===== src/rtl/hamming_rx_if.sv =====
// Frame handshake bundle between the channel, the SEC decoder and the downstream consumer.
// The decoder takes the slave view; the link environment takes the master view.
interface hamming_rx_if;
    logic [0:65] in_data;
    logic        in_valid;
    logic        in_ready;
    logic [0:58] out_data;
    logic        out_valid;
    logic        out_ready;
    logic        out_err;
    logic        ack;
    logic        nak;

    modport slave (
        input  in_data, in_valid, out_ready,
        output in_ready, out_data, out_valid, out_err, ack, nak
    );

    modport master (
        output in_data, in_valid, out_ready,
        input  in_ready, out_data, out_valid, out_err, ack, nak
    );
endinterface


===== src/rtl/hamming_rx_decoder.sv =====
// Receive-side Hamming(66,59) single-error corrector with a two-stage elastic pipeline,
// per-frame ACK/NAK back to the sender and saturating correction/failure counters.
module hamming_rx_decoder #(
    parameter int CNT_W    = 16,
    parameter bit DROP_BAD = 1'b1
) (
    input  logic             clk,
    input  logic             rst,
    hamming_rx_if.slave      bus,
    output logic [CNT_W-1:0] corr_cnt,
    output logic [CNT_W-1:0] bad_cnt
);

    typedef enum logic [1:0] {
        CLS_CLEAN = 2'd0,
        CLS_CORR  = 2'd1,
        CLS_BAD   = 2'd2
    } cls_e;

    localparam logic [CNT_W-1:0] CNT_MAX = {CNT_W{1'b1}};

    function automatic logic [6:0] calc_syndrome(input logic [0:65] cw);
        logic [6:0] s;
        s = 7'd0;
        for (int i = 0; i < 66; i++) begin
            if (cw[7'(i)]) s = s ^ 7'(i + 1);
        end
        return s;
    endfunction

    // Syndromes beyond the codeword length cannot point at a real bit.
    function automatic cls_e classify(input logic [6:0] syn);
        cls_e c;
        if (syn == 7'd0)       c = CLS_CLEAN;
        else if (syn <= 7'd66) c = CLS_CORR;
        else                   c = CLS_BAD;
        return c;
    endfunction

    function automatic logic [0:65] correct(input logic [0:65] cw, input logic [6:0] syn);
        logic [0:65] fixed;
        fixed = cw;
        for (int i = 0; i < 66; i++) begin
            if (syn == 7'(i + 1)) fixed[7'(i)] = ~fixed[7'(i)];
        end
        return fixed;
    endfunction

    // Data bits are the runs between the power-of-two parity positions.
    function automatic logic [0:58] extract_payload(input logic [0:65] cw);
        return {cw[2], cw[4:6], cw[8:14], cw[16:30], cw[32:62], cw[64:65]};
    endfunction

    logic             s1_valid_r;
    logic [0:65]      s1_code_r;
    logic [6:0]       s1_syn_r;
    logic             s2_valid_r;
    logic [0:58]      out_data_r;
    logic             out_err_r;
    logic             ack_r;
    logic             nak_r;
    logic [CNT_W-1:0] corr_cnt_r;
    logic [CNT_W-1:0] bad_cnt_r;

    logic [6:0]       in_syn_s;
    cls_e             in_cls_s;
    cls_e             s1_cls_s;
    logic             adv_s;
    logic             accept_s;
    logic             s1_keep_s;
    logic [0:58]      s1_payload_s;

    // Syndrome of the incoming word, advance condition and stage-1 correction.
    always_comb begin
        in_syn_s     = calc_syndrome(bus.in_data);
        in_cls_s     = classify(in_syn_s);
        adv_s        = !s2_valid_r || bus.out_ready;
        accept_s     = adv_s && bus.in_valid;
        s1_cls_s     = classify(s1_syn_r);
        s1_payload_s = extract_payload(correct(s1_code_r, s1_syn_r));
        // A dropped bad frame never occupies S2, so it cannot stall the pipe.
        s1_keep_s    = s1_valid_r && !(DROP_BAD && (s1_cls_s == CLS_BAD));
    end

    // Two-stage pipeline; both stages freeze together while the consumer stalls.
    always_ff @(posedge clk) begin
        if (rst) begin
            s1_valid_r <= 1'b0;
            s1_code_r  <= '0;
            s1_syn_r   <= 7'd0;
            s2_valid_r <= 1'b0;
            out_data_r <= '0;
            out_err_r  <= 1'b0;
        end else if (adv_s) begin
            s1_valid_r <= bus.in_valid;
            s1_code_r  <= bus.in_data;
            s1_syn_r   <= in_syn_s;
            s2_valid_r <= s1_keep_s;
            out_err_r  <= s1_keep_s && (s1_cls_s == CLS_BAD);
            if (s1_keep_s) begin
                out_data_r <= s1_payload_s;
            end
        end
    end

    // Verdict pulse and statistics follow the accepting edge, so a stall cannot delay them.
    always_ff @(posedge clk) begin
        if (rst) begin
            ack_r      <= 1'b0;
            nak_r      <= 1'b0;
            corr_cnt_r <= '0;
            bad_cnt_r  <= '0;
        end else begin
            ack_r <= accept_s && (in_cls_s != CLS_BAD);
            nak_r <= accept_s && (in_cls_s == CLS_BAD);
            if (accept_s && (in_cls_s == CLS_CORR) && (corr_cnt_r != CNT_MAX)) begin
                corr_cnt_r <= corr_cnt_r + CNT_W'(1);
            end
            if (accept_s && (in_cls_s == CLS_BAD) && (bad_cnt_r != CNT_MAX)) begin
                bad_cnt_r <= bad_cnt_r + CNT_W'(1);
            end
        end
    end

    assign bus.in_ready  = adv_s;
    assign bus.out_valid = s2_valid_r;
    assign bus.out_data  = out_data_r;
    assign bus.out_err   = out_err_r;
    assign bus.ack       = ack_r;
    assign bus.nak       = nak_r;
    assign corr_cnt      = corr_cnt_r;
    assign bad_cnt       = bad_cnt_r;

endmodule

===== src/flat_wrapper.sv =====
// flat-port wrapper written by rule: the top's interface ports become plain ports
module hamming_rx_decoder_flat 
#(
    parameter int CNT_W    = 16,
    parameter bit DROP_BAD = 1'b1
)
  (clk, rst, corr_cnt, bad_cnt, bus_in_data, bus_in_valid, bus_out_ready, bus_in_ready, bus_out_data, bus_out_valid, bus_out_err, bus_ack, bus_nak);
  hamming_rx_if bus_i ();
  input  logic clk;
  input  logic rst;
  output logic [CNT_W-1:0] corr_cnt;
  output logic [CNT_W-1:0] bad_cnt;
  input wire logic [$bits(bus_i.in_data)-1:0] bus_in_data;
  input wire logic [$bits(bus_i.in_valid)-1:0] bus_in_valid;
  input wire logic [$bits(bus_i.out_ready)-1:0] bus_out_ready;
  output wire logic [$bits(bus_i.in_ready)-1:0] bus_in_ready;
  output wire logic [$bits(bus_i.out_data)-1:0] bus_out_data;
  output wire logic [$bits(bus_i.out_valid)-1:0] bus_out_valid;
  output wire logic [$bits(bus_i.out_err)-1:0] bus_out_err;
  output wire logic [$bits(bus_i.ack)-1:0] bus_ack;
  output wire logic [$bits(bus_i.nak)-1:0] bus_nak;
  assign bus_i.in_data = bus_in_data;
  assign bus_i.in_valid = bus_in_valid;
  assign bus_i.out_ready = bus_out_ready;
  assign bus_in_ready = bus_i.in_ready;
  assign bus_out_data = bus_i.out_data;
  assign bus_out_valid = bus_i.out_valid;
  assign bus_out_err = bus_i.out_err;
  assign bus_ack = bus_i.ack;
  assign bus_nak = bus_i.nak;
  hamming_rx_decoder #(.CNT_W(CNT_W), .DROP_BAD(DROP_BAD)) u_core (.clk(clk), .rst(rst), .bus(bus_i), .corr_cnt(corr_cnt), .bad_cnt(bad_cnt));
endmodule

===== config.mk =====
export PLATFORM = sky130hd
export DESIGN_NAME = hamming_rx_decoder_flat
export DESIGN_NICKNAME = d
export VERILOG_FILES = /design/src/rtl/hamming_rx_if.sv /design/src/rtl/hamming_rx_decoder.sv /design/src/flat_wrapper.sv
export SDC_FILE = /design/constraint.sdc
export NUM_CORES = 1
export LEC_CHECK = 0
export ABC_CLOCK_PERIOD_IN_PS = 3450
export CAP_MARGIN = 10
export CELL_PAD_IN_SITES_DETAIL_PLACEMENT = 0
export CELL_PAD_IN_SITES_GLOBAL_PLACEMENT = 1
export CORE_ASPECT_RATIO = 1.5
export CORE_MARGIN = 4
export CORE_UTILIZATION = 44
export CTS_BUF_LIST = sky130_fd_sc_hd__clkbuf_8
export DETAILED_ROUTE_END_ITERATION = 8
export DONT_BUFFER_PORTS = 1
export GPL_ROUTABILITY_DRIVEN = 0
export HOLD_SLACK_MARGIN = 0.02
export PLACE_DENSITY_LB_ADDON = 0.1
export SETUP_SLACK_MARGIN = 0.15
export SLEW_MARGIN = 5
export SYNTH_ARGS = -nofsm -noshare
export SYNTH_HDL_FRONTEND = slang
export SYNTH_SLANG_ARGS = --single-unit

===== constraint.sdc =====
create_clock -name clk -period 3.45 [get_ports clk]
set_clock_uncertainty 0.15 [all_clocks]
set_input_delay 0.1725 -clock clk [delete_from_list [all_inputs] [get_ports clk]]
set_output_delay 0.1725 -clock clk [all_outputs]
set_load 0.1 [all_outputs]

**Word level (Yosys, flattened, before mapping)**

Index checks and enable logic that the tools add are counted.

- Bitwise gates (word level): 120
- Order comparisons: 2
- Reductions and logical operators: 14
- Mux-type cells: 125
- Add/subtract/negate cells: 2
- Equality and inequality tests: 63

Operators with widths:

| cell | count |
|---|---|
| == test 7 x 6 -> 1 bit, second input constant | 31 |
| 2-to-1 mux 6 bit | 32 |
| == test 7 x 5 -> 1 bit, second input constant | 15 |
| 2-to-1 mux 5 bit | 16 |
| NOT 3 bit | 20 |
| NOT 4 bit | 15 |
| 2-to-1 mux 1 bit | 58 |
| NOT 1 bit | 57 |
| == test 7 x 4 -> 1 bit, second input constant | 7 |
| adder 16 x 1 -> 16 bit, second input constant | 2 |
| 2-to-1 mux 4 bit | 8 |
| != test 16 bit, second input constant | 2 |
| NOT 2 bit | 15 |
| NOT 5 bit | 6 |
| == test 7 x 3 -> 1 bit, second input constant | 3 |
| less-or-equal comparator 7 bit, second input constant | 2 |
| zero test 7 bit | 2 |
| 2-to-1 mux 2 bit | 6 |
| 2-to-1 mux 3 bit | 4 |
| logical AND 1 bit | 8 |
| == test 7 x 2 -> 1 bit, second input constant | 1 |
| 2-to-1 mux 7 bit | 1 |
| NOT 1 bit, first input constant | 6 |
| NOT 6 bit | 1 |
| 6 further kinds | 8 |

- Logic and storage cells: 336
- Flip-flop bits (word level): 167
- Input port bits: 70
- Output and inout port bits: 96

**Longest topological paths before layout**

Gate-level depths: netlist of the first run.

- Depth in word-level cells: 127
- Depth in mapped cells: 11
- Gate-level depth less buffers: 9

**Least setup slack after synthesis of the first run**

Ideal clock, no wire load.

- Path type: input to register
- Start point: input port bus_in_data[35]
- End point: register u_core.corr_cnt_r[10] (netlist: u_core.corr_cnt[10])
- Required time: 3230 ps
- Library setup time: 70 ps
- Setup slack: -104 ps
- Arrival: 3334 ps
- Cell stages on the path: 10
- Buffers on the path: 1
- Cell sequence: xnor3_2 -> xnor3_2 -> xor2_1 -> xnor3_1 -> or3_4 -> a211o_1 -> a211o_1 -> buf_6 -> or4_1 -> a21oi_1

- Longest elaborated chain between the ends: 56
- Elaborated cells on any way between the ends: 72
- Classes of those cells: order compare: 1; eq/ne: 1; mux: 36; bitwise: 31; reduce/logical: 3

RTL lines:

| what | RTL line | RTL |
|---|---|---|
| start, declared | flat_wrapper.sv:13 | `input wire logic [$bits(bus_i.in_data)-1:0] bus_in_data;` |
| 2-to-1 mux 5 bit * | hamming_rx_decoder.sv:26 | `if (cw[7'(i)]) s = s ^ 7'(i + 1);` |
| 2-to-1 mux 6 bit * (8 in a row) | hamming_rx_decoder.sv:26 |  |
| NOT 2 bit (no line) (tied with other cells) | n/a |  |
| 2-to-1 mux 6 bit * | hamming_rx_decoder.sv:26 |  |
| NOT 3 bit (no line) (tied with other cells) | n/a |  |
| 2-to-1 mux 6 bit * | hamming_rx_decoder.sv:26 |  |
| NOT 3 bit (no line) / 2-to-1 mux 6 bit (equally long branches) | n/a |  |
| 2-to-1 mux 6 bit * | hamming_rx_decoder.sv:26 |  |
| (+32 left out) | n/a |  |
| NOT 6 bit (no line) | n/a |  |
| 2-to-1 mux 6 bit * | hamming_rx_decoder.sv:26 |  |
| 2-to-1 mux 7 bit * | hamming_rx_decoder.sv:26 |  |
| less-or-equal comparator 7 bit | hamming_rx_decoder.sv:35 | `else if (syn <= 7'd66) c = CLS_CORR;` |
| 2-to-1 mux 2 bit | hamming_rx_decoder.sv:35 |  |
| 2-to-1 mux 2 bit * | hamming_rx_decoder.sv:34 | `if (syn == 7'd0) c = CLS_CLEAN;` |
| == test 2 x 1 -> 1 bit * | hamming_rx_decoder.sv:116 | `if (accept_s && (in_cls_s == CLS_CORR) && (corr_cnt_r != CNT_MAX)) begin` |
| logical AND 1 bit * (2 in a row) | hamming_rx_decoder.sv:116 |  |
| end signal, assigned | hamming_rx_decoder.sv:117 | `corr_cnt_r <= corr_cnt_r + CNT_W'(1);` |
| end, declared | hamming_rx_decoder.sv:62 | `logic [CNT_W-1:0] corr_cnt_r;` |

Every way passes the cells marked *; elsewhere a longest branch is shown, timed or not.
A chain may end at the register's enable or synchronous reset.

**Worst setup path after layout of the first run**

- Start point: input port bus_in_data[25]
- End point: register u_core.corr_cnt_r[5] (netlist: u_core.corr_cnt[5])

- Longest elaborated chain between the ends: 52
- Elaborated cells on any way between the ends: 53
- Classes of those cells: order compare: 1; eq/ne: 1; mux: 26; bitwise: 22; reduce/logical: 3

RTL lines:

| what | RTL line |
|---|---|
| 2-to-1 mux 6 bit * | hamming_rx_decoder.sv:26 |
| NOT 3 bit (no line) | n/a |
| 2-to-1 mux 6 bit * | hamming_rx_decoder.sv:26 |
| NOT 4 bit (no line) | n/a |
| 2-to-1 mux 6 bit * | hamming_rx_decoder.sv:26 |
| NOT 3 bit (no line) | n/a |
| 2-to-1 mux 6 bit * | hamming_rx_decoder.sv:26 |
| NOT 4 bit (no line) | n/a |
| (+35 left out) | n/a |
| NOT 6 bit (no line) | n/a |
| 2-to-1 mux 6 bit * | hamming_rx_decoder.sv:26 |
| 2-to-1 mux 7 bit * | hamming_rx_decoder.sv:26 |
| less-or-equal comparator 7 bit | hamming_rx_decoder.sv:35 |
| 2-to-1 mux 2 bit | hamming_rx_decoder.sv:35 |
| 2-to-1 mux 2 bit * | hamming_rx_decoder.sv:34 |
| == test 2 x 1 -> 1 bit * | hamming_rx_decoder.sv:116 |
| logical AND 1 bit * (2 in a row) | hamming_rx_decoder.sv:116 |

Marked as above.

==> qor.yml, run 1 <==
yosysWarnings: 0
ys.flop_type: "dfxtp_1"
clock_latency_ns: 0.46
synthArstFlopShare_pct: 0
wl_per_cell_um: 19.3
ioPinCount: 166
required_ns: 3.68
h-tree-depth: 4
ant_nets: 0
finalSetupTns_ns: 0
grt_first_pass_wirelength_mm: 38.4
syn_avg_cell_area_sq_um: 8.49
drv_cap: 0
firstDrtPassIters: 5
ys_ff_latch: 162
row_count: 60
synth_area_sq_mm: 0.00804
drc: 0
instances_no_fill: 1269
dp.cells: 1176
post_drt_via_cell_ratio: 5.42
grt_max_degree: 163
grt_usage_pct: 23.8
start_util_pct: 44.8
crit_type: "input pin to register"
hold_viol: 0
yosysTopAreaCell: "dfxtp_1"
detailed_place_hpwl_mm: 18.4
arrival_ns: 3.29
status: "complete, no violations"
vias: 6879
synthToLayoutAreaGrowth_pct: 21.5
slew_headroom_pct: 30.5
cts_resized: 0
worst_slew_pin_slew_ns: 1.04
dieArea_sq_mm: 0.0205
synth_area_leaders: "dfxtp_1 40%, xnor2_1 8.7%, nand2_1 8.5%"
clock_sinks: 162
yosys-top-cells-count: "182 x nand2_1, 162 x dfxtp_1, 101 x nor2_1"
antenna_found_initial: 0
min_period_ns: 3.06
grt_pass1_vias: 6811
rrSetupSlack_ns: 0.73
synth_fp_nets: 1018
fmax_mhz: 327
overflow: 0
drt_wl_total_mm: 24.5
die_x_um: 118
yosysTopAreaCellShare_pct: 40.4
drtIter0Drc: 494
ys_seq_area_share_pct: 40.4
critPathMaxFanout: 30
n_antenna_cell: 0
setup_viol: 0
worst_hold_slack_ns: 0.0397
synth.most_common_cell: "nand2_1"
ys_types: 44
fin_util_pct: 54.4
numCtsBuffers: 17
ir_drop_mv: 0.249
cp-end-kind: "register"
fillers: 1722
tritoncts: "done"
synth_edf_count: 0
min_path_type: "input pin to register"
rsz0062_at_grt: "no"
syn_inst: 946
preCtsSetupSlack_ns: -0.0496
die_h_um: 174
core_area_sq_mm: 0.0179
layout_setup_ws_ns: 0.390
cts_buffer_depth: 2
power_density_mw_per_mm2: 594
maxSlewViolCount: 0
cellLeakagePower_nw: 3.68
portBuffers: 0
nets: 1113
critical_path.most_common_cell: "xnor2_1"
cts.clk_slew.worst_paths_ns: 0.09
layout-drive-gt1-share_pct: 11.5
slowest_stage: "or4_1"
crit_chain: "xnor2_1 -> xnor2_1 -> xnor3_1 -> xnor2_1 -> nand3_1 -> a211o_1 -> a211o_1 -> buf_12 -> or4_1 -> a21oi_1"
slowest_delay_ns: 0.52
root_buffer: "clkbuf_8"
critPathLaunchType: "input pin"
fin_crit_sh_pct: 88.7
-- registers in the layout, indices dropped and copies added, names as in the netlist --
register and count:
u_core.bus.ack 1, u_core.s1_code_r 60, u_core.s1_valid_r 1, u_core.bus.out_err 1
u_core.s1_syn_r 6, u_core.bus.out_valid 1, u_core.bus.out_data 59, u_core.bad_cnt 16
u_core.corr_cnt 16, u_core.bus.nak 1
-- final timing paths --
kind              cells after the start              endpoint                  from
hold reg to reg                       2  u_core.s1_code_r[64]  u_core.s1_code_r[64]
setup reg to reg                     10   u_core.corr_cnt[13]    u_core.corr_cnt[3]
hold / removal                        2    u_core.corr_cnt[8]                   rst
setup / recovery                     10    u_core.corr_cnt[5]       bus_in_data[25]
-- timing repair --
item	CTS	global route
setup buffers	0	0
endpoints found under the hold margin	162	0
hold buffers	63	0
-- report_power, final --
group          total [W]  internal, W  switching, W
combinational    0.00181     0.000768       0.00104
sequential       0.00252      0.00203      0.000494
clock            0.00147     0.000753      0.000713
-- cells in the final DEF, fill, tap and decap left out, types with 3 or more instances in the layout --
cell	instances
xnor2_1	80
o21ai_0	9
nand4b_1	3
and3_1	5
clkinv_4	3
xor2_1	47
a21oi_1	89
clkbuf_8	19
bufinv_16	3
or2_2	5
mux2i_1	3
nand2_1	182
buf_4	70
and2_1	3
or3_1	10
dlygate4sd3_1	62
inv_1	9
buf_12	5
nand3_1	13
nor4_1	4
or4_1	13
nand4_1	4
nand2b_1	6
dfxtp_1	161
xnor3_1	22
o31ai_1	11
o41ai_1	5
nor2_1	100
nor3_1	10
a211oi_1	66
-- final cells by class --
type	instances	area [sq um]	share of cell area, %
timing repair buffer	138	1270	13.0
sequential	162	3240	33.2
multi-input combinational	712	4520	46.3
tap	217	272	2.78
clock inverter	11	154	1.58
inverter	10	38.8	0.397
clock buffer	19	262	2.68
-- critical path: cells and delay by family --
kind                      cells  cell delay [ns]
xor gates and xnor gates      4             1.31
AOI/OAI and AO/OA             3             0.89
and+or+nand+nor               2             0.72
buffers and inverters         1             0.18
-- logic make-up (layout without fill, tap and decap cells) --
| group | after synthesis | count (layout) | share of synthesized area, % |
|---|---|---|---|
| AND/OR/NAND/NOR | 370 | 370 | 20.3 |
| AO/OA/AOI/OAI | 186 | 186 | 14.5 |
| flip-flops | 162 | 162 | 40.4 |
| XOR/XNOR | 151 | 151 | 20.6 |
| buffers and inverters | 72 | 178 | 3.57 |
| multiplexers | 3 | 3 | 0.374 |
| adder cells (fa/ha/maj) | 2 | 2 | 0.311 |
-- routing by layer --
metal / share of wire (%) / track usage, % / vias to the layer above / wire (um)
li1: - / - / 3424 / -
met1: 41 / 28.5 / 3159 / 10100
met2: 48 / 39.5 / 246 / 11800
met3: 7.1 / 6.63 / 50 / 1750
met4: 3.7 / 11.1 / 0 / 897
met5: 0 / 0 / - / 0
-- per-stage QoR --
step	power, W	cell area, sq um
after detailed placement	0.00427	8700
after CTS	0.00583	9760
final	0.00580	9760
after floorplan	0.00387	8040
after global placement	0.00424	8700
after global routing	0.00606	9760
Note: power is estimated with default switching activity, not from simulation.
==> run 2: changes to the inputs <==
ABC_CLOCK_PERIOD_IN_PS = 3400   (was 3450)
CORE_UTILIZATION = 49   (was 44)
clock period = 3.4 ns   (was 3.45 ns; I/O delays follow)
==> qor.yml, run 2 (synthesis gave the netlist of run 1 again) <==
top_usage_layer: "met2"
largest_reg_flops: 60  # unchanged
dieArea_sq_mm: 0.0186  # -9.6%
synthToLayoutAreaGrowth_pct: 20.3
die_x_um: 113  # -4.9%
ant_nets: 0  # unchanged
crit_type: "input pin to register"
post_drt_via_cell_ratio: 5.61  # +3.5%
drv_cap: 0  # unchanged
met1_usage_pct: 30.1  # +1.6 points
rsz0062_at_grt: "no"
fillers: 1493  # -13%
fin_crit_sh_pct: 88.9
slew_headroom_pct: 25.7  # -4.8 points
cp-end-kind: "register"
overflow: 0  # unchanged
cts.clk_slew.worst_paths_ns: 0.09  # about the same
firstDrtPassIters: 5  # unchanged
min_path_type: "input pin to register"
hold_viol: 0  # unchanged
regArea_sq_mm: 0.00325  # about the same
stdcell_area_sq_mm: 0.00967  # -0.97%
worst_slew_pin_slew_ns: 1.11  # +0.0726 ns
grtUsageMet2_pct: 46.5  # +7.0 points
postCtsSetupBuffers: 0  # unchanged
core_area_sq_mm: 0.0161  # -10%
multi_input_area_sq_mm: 0.00452  # unchanged
instances_no_fill: 1255  # -1.1%
slowest_delay_ns: 0.51  # about the same
critPathLaunchType: "input pin"
clock_latency_ns: 0.46  # about the same
die_h_um: 165  # -5.0%
grt_pass1_vias: 6987  # +2.6%
antenna_found_initial: 1  # +1
grt_max_degree: 163  # unchanged
ioPinCount: 166  # unchanged
rrSetupSlack_ns: 0.81  # +0.08 ns
power_density_mw_per_mm2: 610  # +2.7%
h-tree-depth: 4  # unchanged
status: "complete, no violations"
root_buffer: "clkbuf_8"
layout-drive-gt1-share_pct: 11.2  # -0.34 points
tritoncts: "done"
wl_per_cell_um: 20.1  # +3.9%
min_period_ns: 3.02
regMostFlops: "u_core.s1_code_r"
start_util_pct: 49.9  # +5.1 points
total_power_w: 0.00589  # +1.7%
clock_sinks: 162  # unchanged
cts_buffer_depth: 2  # unchanged
grt_first_pass_wirelength_mm: 38.6  # +0.57%
detailed_place_hpwl_mm: 17.4  # -5.6%
vias: 7039  # +2.3%
ir_drop_mv: 0.381  # +53%
numCtsBuffers: 17  # unchanged
required_ns: 3.63  # -0.05 ns
dpl-instance-area_sq_mm: 0.00860  # -1.2%
slowest_stage: "or4b_1"
portBuffers: 0  # unchanged
maxSlewViolCount: 0  # unchanged
dp.cells: 1160  # -1.4%
row_count: 57  # -5.0%
drc: 0  # unchanged
grtUsageMet3_pct: 7.00  # +0.37 points
cellLeakagePower_nw: 3.64  # -1.1%
final_common_cell: "nand2_1"
arrival_ns: 3.25  # -0.04 ns
nets: 1108  # -0.45%
crit_chain: "xor2_1 -> buf_4 -> xnor3_1 -> xor2_1 -> xnor3_1 -> or3_4 -> a211o_1 -> a211o_1 -> buf_12 -> or4b_1 -> a21oi_1"
critPathMaxFanout: 30  # unchanged
drt_wl_total_mm: 25.2  # +2.8%
setup_viol: 0  # unchanged
drtIter0Drc: 512  # +3.6%
fmax_mhz: 331
final_cell_mix: "182 x nand2_1, 160 x dfxtp_1, 100 x nor2_1, 89 x a21oi_1, 80 x xnor2_1"
grt_usage_pct: 27.0  # +3.3 points
run 2: cell count changes in the layout (fill, tap and decap cells not counted):
cell / change
buf_12: -4
clkinv_4: -2
buf_4: -1
clkinvlp_4: +1
dfxtp_1: -1
dfxtp_2: +1
diode_2: +1
inv_1: +1
inv_6: +1
run 2: metal layers:
metal  part of all wire [%]  routed length [um]
met5                      0                   0
met4                    5.4                1370
met3                    6.9                1740
met2                     51               12800
met1                     37                9290
run 2: worst max-delay path: cells and delay by family:
family	cells	cell delay, ns
AOI/OAI and AO/OA	3	0.79
xor gates and xnor gates	4	1.03
buffers and inverters	2	0.35
and+or+nand+nor	2	0.90
run 2: cell type report:
cell class              count  area share (%)
multi-input cells         712            46.8
well taps                 206            2.67
repair buffers            133            12.3
clock inverters            12            1.62
flip-flops and latches    162            33.6
inverters                  10           0.401
clock buffers              19            2.70
diodes                      1          0.0259
run 2: through the flow:
step           setup slack [ns]  TNS [ns]  util [%]  hold WS (ns)
2_1_floorplan             0.152         0         -         0.120
3_3_place_gp             0.0640         0      53.4         0.106
3_5_place_dp            -0.0214   -0.0322      53.4         0.109
4_1_cts                   0.439         0      60.0        0.0487
5_1_grt                   0.273         0      60.0        0.0659
6_report                  0.377         0      60.0        0.0277
run 2: final timing paths:
path	start	endpoint	depth (start not counted)
worst max-delay path	bus_in_data[7]	u_core.corr_cnt[9]	11
worst max register to register	u_core.bad_cnt[8]	u_core.bad_cnt[4]	10
worst min-delay path	rst	u_core.s1_code_r[36]	2
worst min register to register	u_core.s1_code_r[64]	u_core.s1_code_r[64]	2
run 2: timing repair:
item                                    4_1_cts  5_1_grt
gates resized for setup                       0        0
hold buffers                                 63        0
hold endpoints to repair                    162        0
endpoints found under the setup margin        0        0
run 2: where the power goes:
| part | leakage (nW) | switching, W | internal (W) | total (W) |
|---|---|---|---|---|
| sequential | 1.33 | 0.000572 | 0.00206 | 0.00263 |
| clock | 0.206 | 0.000739 | 0.000765 | 0.00150 |
| combinational | 2.10 | 0.000987 | 0.000772 | 0.00176 |
==> run 3: changes to the inputs <==
ABC_AREA = 1   (was default)
CORE_UTILIZATION = 47   (was 49)
==> qor.yml, run 3 <==
crit_type: "input pin to register"
timing.rr.end: "u_core.bad_cnt[8]"
syn_avg_cell_area_sq_um: 6.56  # -23%
reg2reg_depth: 12  # +2
cp-end-kind: "register"
antenna_found_initial: 0  # -1
slowest_stage: "dlygate4sd3_1"
syn_inst: 1431  # +51%
startpoint: "bus_in_data[36]"
min_path_type: "input pin to register"
setup_viol: 0  # unchanged
overflow: 0  # unchanged
grt_first_pass_wirelength_mm: 45.9  # +19%
yosysTopAreaCell: "dfxtp_1"
required_ns: 3.61  # -0.02 ns
core_area_sq_mm: 0.0197  # +22%
layout_setup_ws_ns: 0.335  # -0.0426 ns
wl_per_cell_um: 16.8  # -16%
ir_drop_mv: 0.261  # -31%
cellLeakagePower_nw: 4.86  # +34%
power_density_mw_per_mm2: 497  # -19%
dpl-instance-area_sq_mm: 0.00982  # +14%
grt_usage_pct: 26.7  # -0.33 points
layout-drive-gt1-share_pct: 6.70  # -4.5 points
firstDrtPassIters: 5  # unchanged
drt_wl_total_mm: 29.7  # +18%
die_x_um: 123  # +9.7%
crit_buf_inv: 5  # +3
ioPinCount: 166  # unchanged
rsz0062_at_grt: "yes"
yosys-top-cells-count: "343 x nand2_1, 200 x inv_1, 162 x dfxtp_1"
grt_max_degree: 84  # -48%
cts.clk_slew.worst_paths_ns: 0.09  # about the same
ys_ff_latch: 162  # unchanged
drv_cap: 0  # unchanged
ant_nets: 0  # unchanged
n_antenna_cell: 0  # -1
synth.most_common_cell: "nand2_1"
synthToLayoutAreaGrowth_pct: 16.0
yosysTopAreaCellShare_pct: 34.5  # -5.8 points
rrSetupSlack_ns: 0.78  # -0.03 ns
regArea_sq_mm: 0.00324  # about the same
critPathLaunchType: "input pin"
r2r_start: "u_core.bad_cnt[0]"
portBuffers: 0  # unchanged
min_period_ns: 3.07  # +0.0426 ns
tritoncts: "done"
status: "complete, no violations"
synth_area_sq_mm: 0.00939  # +17%
synth_area_leaders: "dfxtp_1 35%, nand2_1 14%, xnor2_1 8.4%"
slowest_delay_ns: 0.54  # +0.03 ns
fillers: 2047  # +37%
synth_fp_nets: 1503  # +48%
final_common_cell: "nand2_1"
stdcell_area_sq_mm: 0.0109  # +13%
slew_headroom_pct: 30.6  # +4.9 points
clock_latency_ns: 0.45  # about the same
vias: 8811  # +25%
row_count: 63  # +11%
synth_edf_count: 0  # unchanged
clock_sinks: 162  # unchanged
root_buffer: "clkbuf_8"
worst_slew_pin_slew_ns: 1.04  # -0.0753 ns
drc: 0  # unchanged
synthArstFlopShare_pct: 0  # unchanged
fmax_mhz: 326  # -1.4%
grt_pass1_vias: 8357  # +20%
dieArea_sq_mm: 0.0224  # +21%
path_delay_family: "simple AND/OR/NAND/NOR gates"
cts_buffer_depth: 2  # unchanged
hold_path_depth: 6  # +4
nets: 1567  # +41%
ys_types: 38  # -14%
worstHoldStart: "bus_in_data[7]"
total_power_w: 0.00541  # -8.2%
detailed_place_hpwl_mm: 23.1  # +33%
post_drt_via_cell_ratio: 4.99  # -11%
hold_viol: 0  # unchanged
final_cell_mix: "343 x nand2_1, 199 x inv_1, 162 x dfxtp_1, 135 x o21ai_0, 120 x nor2_1"
h-tree-depth: 4  # unchanged
ys_seq_area_share_pct: 34.5  # -5.8 points
arrival_ns: 3.27  # +0.02 ns
critical_path.most_common_cell: "nand2_1"
yosysWarnings: 0  # unchanged
maxSlewViolCount: 0  # unchanged
critPathMaxFanout: 6  # -80%
whs_endpoint: "u_core.s1_syn_r[5]"
crit_chain: "dlygate4sd3_1 -> inv_1 -> nand2_1 -> nand2_1 -> xor2_1 -> inv_1 -> nand2_1 -> nand2_1 -> nand2_1 -> inv_1 -> nor2_1 -> nand3_1 -> nand2_1 -> inv_1 -> nor2_2 -> nand3_4 -> nand2_4 -> nand3_2 -> nor2_4 -> nand2_1 -> o21ai_0 -> nor2_1"
ys.flop_type: "dfxtp_1"
start_util_pct: 47.7  # -2.2 points
regMostFlops: "u_core.s1_code_r"
preCtsSetupSlack_ns: 0.475  # +0.496 ns
multi_input_area_sq_mm: 0.00516  # +14%
largest_reg_flops: 60  # unchanged
die_h_um: 181  # +9.9%
fin_crit_sh_pct: 90.2  # +1.3 points
numCtsBuffers: 17  # unchanged
drtIter0Drc: 467  # -8.8%
finalSetupTns_ns: 0  # unchanged
run 3: cell type report:
cell class | count | share of cell area, %
Inverter | 203 | 7.02
Clock inverter | 11 | 1.18
Multi-Input combinational cell | 1002 | 47.3
Clock buffer | 20 | 2.53
Tap cell | 260 | 2.99
Timing Repair Buffer | 109 | 9.21
Sequential cell | 162 | 29.8
run 3: power breakdown:
part           switching (W)  leakage, nW  internal [W]
registers           0.000622         1.33       0.00204
logic               0.000845         3.32      0.000475
clock network       0.000713        0.207      0.000713
run 3: kinds of logic after synthesis:
logic type               count (synthesis)  synth area share (%)
AO/OA/AOI/OAI                          260                  14.1
XOR/XNOR                               141                  13.1
adder cells (fa/ha/maj)                  2                 0.266
buffers and inverters                  268                  11.0
flip-flops                             162                  34.5
AND/OR/NAND/NOR                        598                  27.0
run 3: worst max-delay path by stage:
stage | to | slack (ns) | cells past startpoint
3_3_place_gp | u_core.corr_cnt[6] | 0.55 | 19
3_5_place_dp | u_core.corr_cnt[10] | 0.47 | 21
5_1_grt | u_core.corr_cnt[15] | 0.12 | 25
6_report | u_core.corr_cnt[10] | 0.33 | 22
4_1_cts | u_core.corr_cnt[10] | 0.40 | 22
2_1_floorplan | u_core.bad_cnt[8] | 0.30 | 12
run 3: worst reg2reg max path, stage by stage, from the launching register on:
cell     delay (ns)
dfxtp_1        0.35
ha_1           0.16
inv_1          0.07
nor4_1         0.44
nand4_1        0.26
nor2_1         0.20
nand4_1        0.17
nand4_2        0.26
inv_2          0.12
nand3_1        0.14
nor2_1         0.06
nor2_1         0.09
nor2_1         0.05
run 3: per-layer routing:
layer / share of wire (%) / global-route usage (%)
met5: 0 / 0
met4: 5.1 / 13.4
met3: 6.0 / 6.20
met2: 50 / 46.2
met1: 39 / 30.1
run 3: per-stage QoR:
step	instances	util (%)	hold slack [ns]
floorplan	1431	-	0.0897
global placement	1669	49.8	0.0941
detailed placement	1669	49.8	0.0955
CTS	1764	55.1	0.0303
global route	1767	55.3	0.0822
finish	1767	55.3	0.0613
run 3: what timing repair did:
item | in CTS | in global routing
hold endpoints to repair | 82 | 0
gates resized for setup | 0 | 3
hold buffers | 64 | 0
buffers inserted | 0 | 2
endpoints found under the setup margin | 0 | 7
